===== src/rtl/lfsr_gen.sv =====
// Fibonacci XNOR LFSR with seed load, wrap detection, period measurement and lock-up flag.
// Optional feature macro: LFSR_LOCKUP_RECOVER_EN (an EN step out of all-ones restarts at zero).
module lfsr_gen #(
    parameter int unsigned      WIDTH = 8,
    parameter logic [WIDTH-1:0] TAPS  = 8'h88
) (
    input  logic             CLK,
    input  logic             RESET,
    input  logic             EN,
    input  logic             LOAD,
    input  logic [WIDTH-1:0] SEED,
    output logic [WIDTH-1:0] lfsr_count,
    output logic             wrap,
    output logic [WIDTH-1:0] period,
    output logic             lockup
);

    localparam logic [WIDTH-1:0] ONES = {WIDTH{1'b1}};
    localparam logic [WIDTH-1:0] ONE  = WIDTH'(1);

    logic [WIDTH-1:0] lfsr_q, lfsr_d;
    logic [WIDTH-1:0] start_q, start_d;
    logic [WIDTH-1:0] step_q, step_d;
    logic [WIDTH-1:0] period_q, period_d;
    logic             wrap_q, wrap_d;
    logic             lockup_q, lockup_d;
    logic             fb;
    logic [WIDTH-1:0] next;

    assign fb   = ~^(lfsr_q & TAPS);
    assign next = {lfsr_q[WIDTH-2:0], fb};

    always_comb begin
        lfsr_d   = lfsr_q;
        start_d  = start_q;
        step_d   = step_q;
        period_d = period_q;
        wrap_d   = 1'b0;
        lockup_d = lockup_q;
        if (LOAD) begin
            lfsr_d   = SEED;
            start_d  = SEED;
            step_d   = '0;
            period_d = '0;
            lockup_d = (SEED == ONES);
        end else if (EN) begin
`ifdef LFSR_LOCKUP_RECOVER_EN
            if (lfsr_q == ONES) begin
                lfsr_d   = '0;
                start_d  = '0;
                step_d   = '0;
                period_d = '0;
                lockup_d = 1'b0;
            end else begin
`else
            begin
`endif
                lfsr_d   = next;
                lockup_d = (next == ONES);
                // Returning to start closes a loop; step_q+1 cannot overflow WIDTH bits.
                if (next == start_q) begin
                    wrap_d   = 1'b1;
                    period_d = step_q + ONE;
                    step_d   = '0;
                end else begin
                    step_d   = step_q + ONE;
                end
            end
        end
    end

    always_ff @(posedge CLK) begin
        if (RESET) begin
            lfsr_q   <= '0;
            start_q  <= '0;
            step_q   <= '0;
            period_q <= '0;
            wrap_q   <= 1'b0;
            lockup_q <= 1'b0;
        end else begin
            lfsr_q   <= lfsr_d;
            start_q  <= start_d;
            step_q   <= step_d;
            period_q <= period_d;
            wrap_q   <= wrap_d;
            lockup_q <= lockup_d;
        end
    end

    assign lfsr_count = lfsr_q;
    assign wrap       = wrap_q;
    assign period     = period_q;
    assign lockup     = lockup_q;

endmodule


===== config.mk =====
export PLATFORM = sky130hd
export DESIGN_NAME = lfsr_gen
export DESIGN_NICKNAME = d
export VERILOG_FILES = /design/src/rtl/lfsr_gen.sv
export SDC_FILE = /design/constraint.sdc
export NUM_CORES = 1
export LEC_CHECK = 0
export BUFFER_PORTS_ARGS = -buffer_cell sky130_fd_sc_hd__buf_2
export CELL_PAD_IN_SITES_DETAIL_PLACEMENT = 1
export CELL_PAD_IN_SITES_GLOBAL_PLACEMENT = 2
export CORE_UTILIZATION = 32
export CTS_CLUSTER_DIAMETER = 30
export DETAILED_ROUTE_END_ITERATION = 7
export GPL_TIMING_DRIVEN = 0
export HOLD_SLACK_MARGIN = 0.1
export PLACE_DENSITY_LB_ADDON = 0.1
export SYNTH_ARGS = -nofsm -noshare
export SYNTH_HDL_FRONTEND = slang
export SYNTH_SLANG_ARGS = --single-unit

===== constraint.sdc =====
create_clock -name CLK -period 2.4 [get_ports CLK]
set_clock_uncertainty 0.1 [all_clocks]
set_input_delay 0.12 -clock CLK [delete_from_list [all_inputs] [get_ports CLK]]
set_output_delay 0.12 -clock CLK [all_outputs]
set_load 0.005 [all_outputs]

==> flow_metrics.py <==
metrics = {
    "yosys": {
        "synth_nets": 192,
        "ys_seq_area_frac": 0.424,
        "syn_inst": 179,
        "synth_edf_count": 0,
        "ys_ff_latch": 34,
        "avgSynthCellArea_um2": 8.98,
        "synthFlopType": "dfxtp_1",
        "async_flop_share": 0,
        "yosysWarningCount": 0,
        "ys_types": 33,
        "synth.cell_area_um2": 1610,
    },
    "detailed_routing": {
        "routed_wl_um": 4290,
        "drt_iter0_drc": 66,
        "drc": 0,
        "drt_pre_antenna_iters": 4,
        "met1_length_um": 2280,
        "drtAntennaViolNets": 0,
        "top_layer": "met4",
        "viasPerCell": 4.98,
        "wl_per_cell_um": 14.9,
        "vias": 1435,
        "met2WireLength_um": 1810,
        "route.met3.wl_um": 136,
    },
    "placement": {
        "port_buffers": 28,
        "routabilityCongestion": 0.773,
        "place_ws_ns": 0.376,
        "dp_cells": 274,
        "dp_hpwl_um": 3180,
    },
    "pwr": {
        "powerDensity_nw_per_um2": 603,
        "p_int_w": 0.000882,
        "ir_drop_mv": 0.224,
        "power_switching_w": 0.000320,
        "p_comb_frac": 0.147,
        "power.leakage_nw": 0.783,
        "pwr-share-clk": 0.351,
        "swShare": 0.266,
        "sequentialPowerShare": 0.502,
    },
    "cts": {
        "cts_tree": "yes",
        "cts_made_buffers": 5,
        "ctsLongestPathBuffers": 2,
        "h-tree-depth": 2,
        "cts_root_buf": "clkbuf_8",
        "cts_setup_buffers": 0,
        "postCtsHoldBufs": 8,
        "clk_latency_ns": 0.28,
        "cts.sinks": 34,
        "cts.repair.resized": 0,
        "cts.clk_slew.worst_paths_ns": 0.07,
    },
    "layout": {
        "n_fill_cell": 591,
        "fin_nets": 235,
        "antenna_cells": 0,
        "syn_to_final_growth_pct": 24.1,
        "instances_no_fill": 288,
        "drive_gt1_frac": 0.204,
        "finish.utilization": 0.416,
    },
    "sta": {
        "fin_crit_ns": 1.99,
        "final.setup.worst_slack_ns": 0.415,
        "tns_ns": 0,
        "timing.final.hold_violations": 0,
        "max_clock_freq_mhz": 504,
        "tightest_slew_ns": 0.638,
        "post-route-period-util": 0.827,
        "setup_viol": 0,
        "drv_slew": 0,
        "rsz0062_at_grt": "false",
        "relSlewSlack": 0.572,
    },
    "worst_setup_path": {
        "cp-end-kind": "flop",
        "required_ns": 2.44,
        "criticalPathCategory": "flop to flop",
        "cp_max_fo": 9,
        "worst-r2r-cell-count": 5,
        "crit_path_top_delay_cell": "nor3_2",
        "critical_path_arrival_ns": 2.02,
        "critPathBufInv": 1,
        "worstSetupStartpointType": "flop",
        "critical_path.cell_chain": "buf_2 -> xnor2_1 -> nand4_1 -> nor3_2 -> a211oi_1",
        "cp_num_cells": 5,
        "cp_top_family": "simple AND/OR/NAND/NOR gates",
        "cpPeakStageDelay_ns": 0.60,
    },
    "global_routing": {
        "antenna_found_initial": 0,
        "grt.overflow.total": 0,
        "grt_pass1_vias": 1410,
        "grt_usage": 0.178,
        "grt_max_degree": 11,
        "grt_pass1_wl_um": 6990,
    },
    "min_path": {
        "hp-class": "primary input to flop",
        "whs_path_depth": 2,
    },
    "floorplan": {
        "die_area_um2": 5310,
        "ioPinCount": 30,
        "start_util": 0.336,
        "die_x_um": 72.9,
        "die_h_um": 72.9,
        "core_um2": 4790,
        "rows": 25,
    },
    "status": {
        "run_status": "finished, final reports clean",
    },
    "flow_run": {
        "maxCapViolCount": 0,
    },
}
-- cell usage after synthesis (2+ instances only) --
| cell type | number | area, um2 |
|---|---|---|
| dfxtp_1 | 34 | 681 |
| a21oi_1 | 10 | 50.1 |
| nor2_1 | 20 | 75.1 |
| o21ai_2 | 5 | 43.8 |
| and4_1 | 3 | 26.3 |
| buf_1 | 2 | 7.51 |
| inv_1 | 3 | 11.3 |
| mux2i_1 | 11 | 110 |
| nor3_1 | 5 | 25.0 |
| nand3_1 | 5 | 25.0 |
| o21ai_0 | 2 | 10.0 |
| o31ai_1 | 2 | 15.0 |
| xnor2_1 | 10 | 87.6 |
| nand2_1 | 15 | 56.3 |
| xor2_1 | 7 | 61.3 |
| nand2b_1 | 2 | 12.5 |
| a211oi_1 | 8 | 60.1 |
| a31oi_1 | 7 | 43.8 |
| clkbuf_1 | 8 | 30.0 |
| nand4_1 | 7 | 43.8 |
-- placed cells by master (no fill, tap or decap), drive strengths merged, types with 2 or more instances in the layout --
cell         Yosys  layout
xnor2           10      10
nor3             6       6
dfxtp           34      34
o21ai            7       7
a21oi           10      10
a31oi            7       7
nand4            7       7
a211oi           8       8
mux2i           11      11
nand2b           2       2
buf              4      32
inv              3       3
clkbuf           8      14
o31ai            2       2
nand2           15      15
nor2            20      20
xor2             7       7
nand3            5       5
and4             4       4
dlygate4sd3      0       8
-- state kept, by name (all words and copies together) (netlist names) --
| signal | count |
|---|---|
| lockup | 1 |
| lfsr_count | 8 |
| start_q | 8 |
| wrap | 1 |
| step_q | 8 |
| period | 8 |
-- metal layers --
layer | vias up | track usage
met4 | 0 | 0.0458
met2 | 27 | 0.268
met5 | - | 0
met3 | 6 | 0.0470
met1 | 684 | 0.253
li1 | 718 | -
-- worst paths after layout --
| check | from | endpoint | slack, ns |
|---|---|---|---|
| hold reg to reg | lockup | lockup | 0.36 |
| setup / recovery | lfsr_count[3] | period[3] | 0.41 |
| setup reg to reg | lfsr_count[3] | period[3] | 0.41 |
| hold / removal | RESET | start_q[1] | 0.13 |
-- logic make-up after synthesis --
| family | count (synthesis) | synth area share |
|---|---|---|
| AND/OR/NAND/NOR | 64 | 0.199 |
| multiplexers | 11 | 0.0685 |
| buffers and inverters | 15 | 0.0405 |
| XOR/XNOR | 18 | 0.107 |
| adder cells (fa/ha/maj) | 1 | 0.00779 |
| flip-flops | 34 | 0.424 |
| AO/OA/AOI/OAI | 36 | 0.153 |
-- through the flow --
stage	cell area [um2]	hold WS (ns)	total power, W
after floorplan	1610	0.159	0.000727
after global placement	1830	0.275	0.000781
after detailed placement	1830	0.291	0.000785
after CTS	1990	0.127	0.00122
after global routing	1990	0.147	0.00126
final	1990	0.126	0.00120
-- power by group through the flow --
stage / logic, W / registers (W) / clock network, W
after floorplan: 0.000114 / 0.000613 / 0
after global placement: 0.000166 / 0.000615 / 0
after detailed placement: 0.000168 / 0.000617 / 0
after CTS: 0.000179 / 0.000604 / 0.000438
after global routing: 0.000196 / 0.000606 / 0.000460
final: 0.000177 / 0.000603 / 0.000421
-- final cells by class --
type	instances	area, um2	area share
Clock buffer	6	82.6	0.0414
Multi-Input combinational cell	130	861	0.432
Buffer	12	53.8	0.0270
Timing Repair Buffer	36	220	0.110
Sequential cell	34	681	0.341
Tap cell	67	83.8	0.0421
Inverter	3	11.3	0.00565
Note: power is estimated with default switching activity, not from simulation.
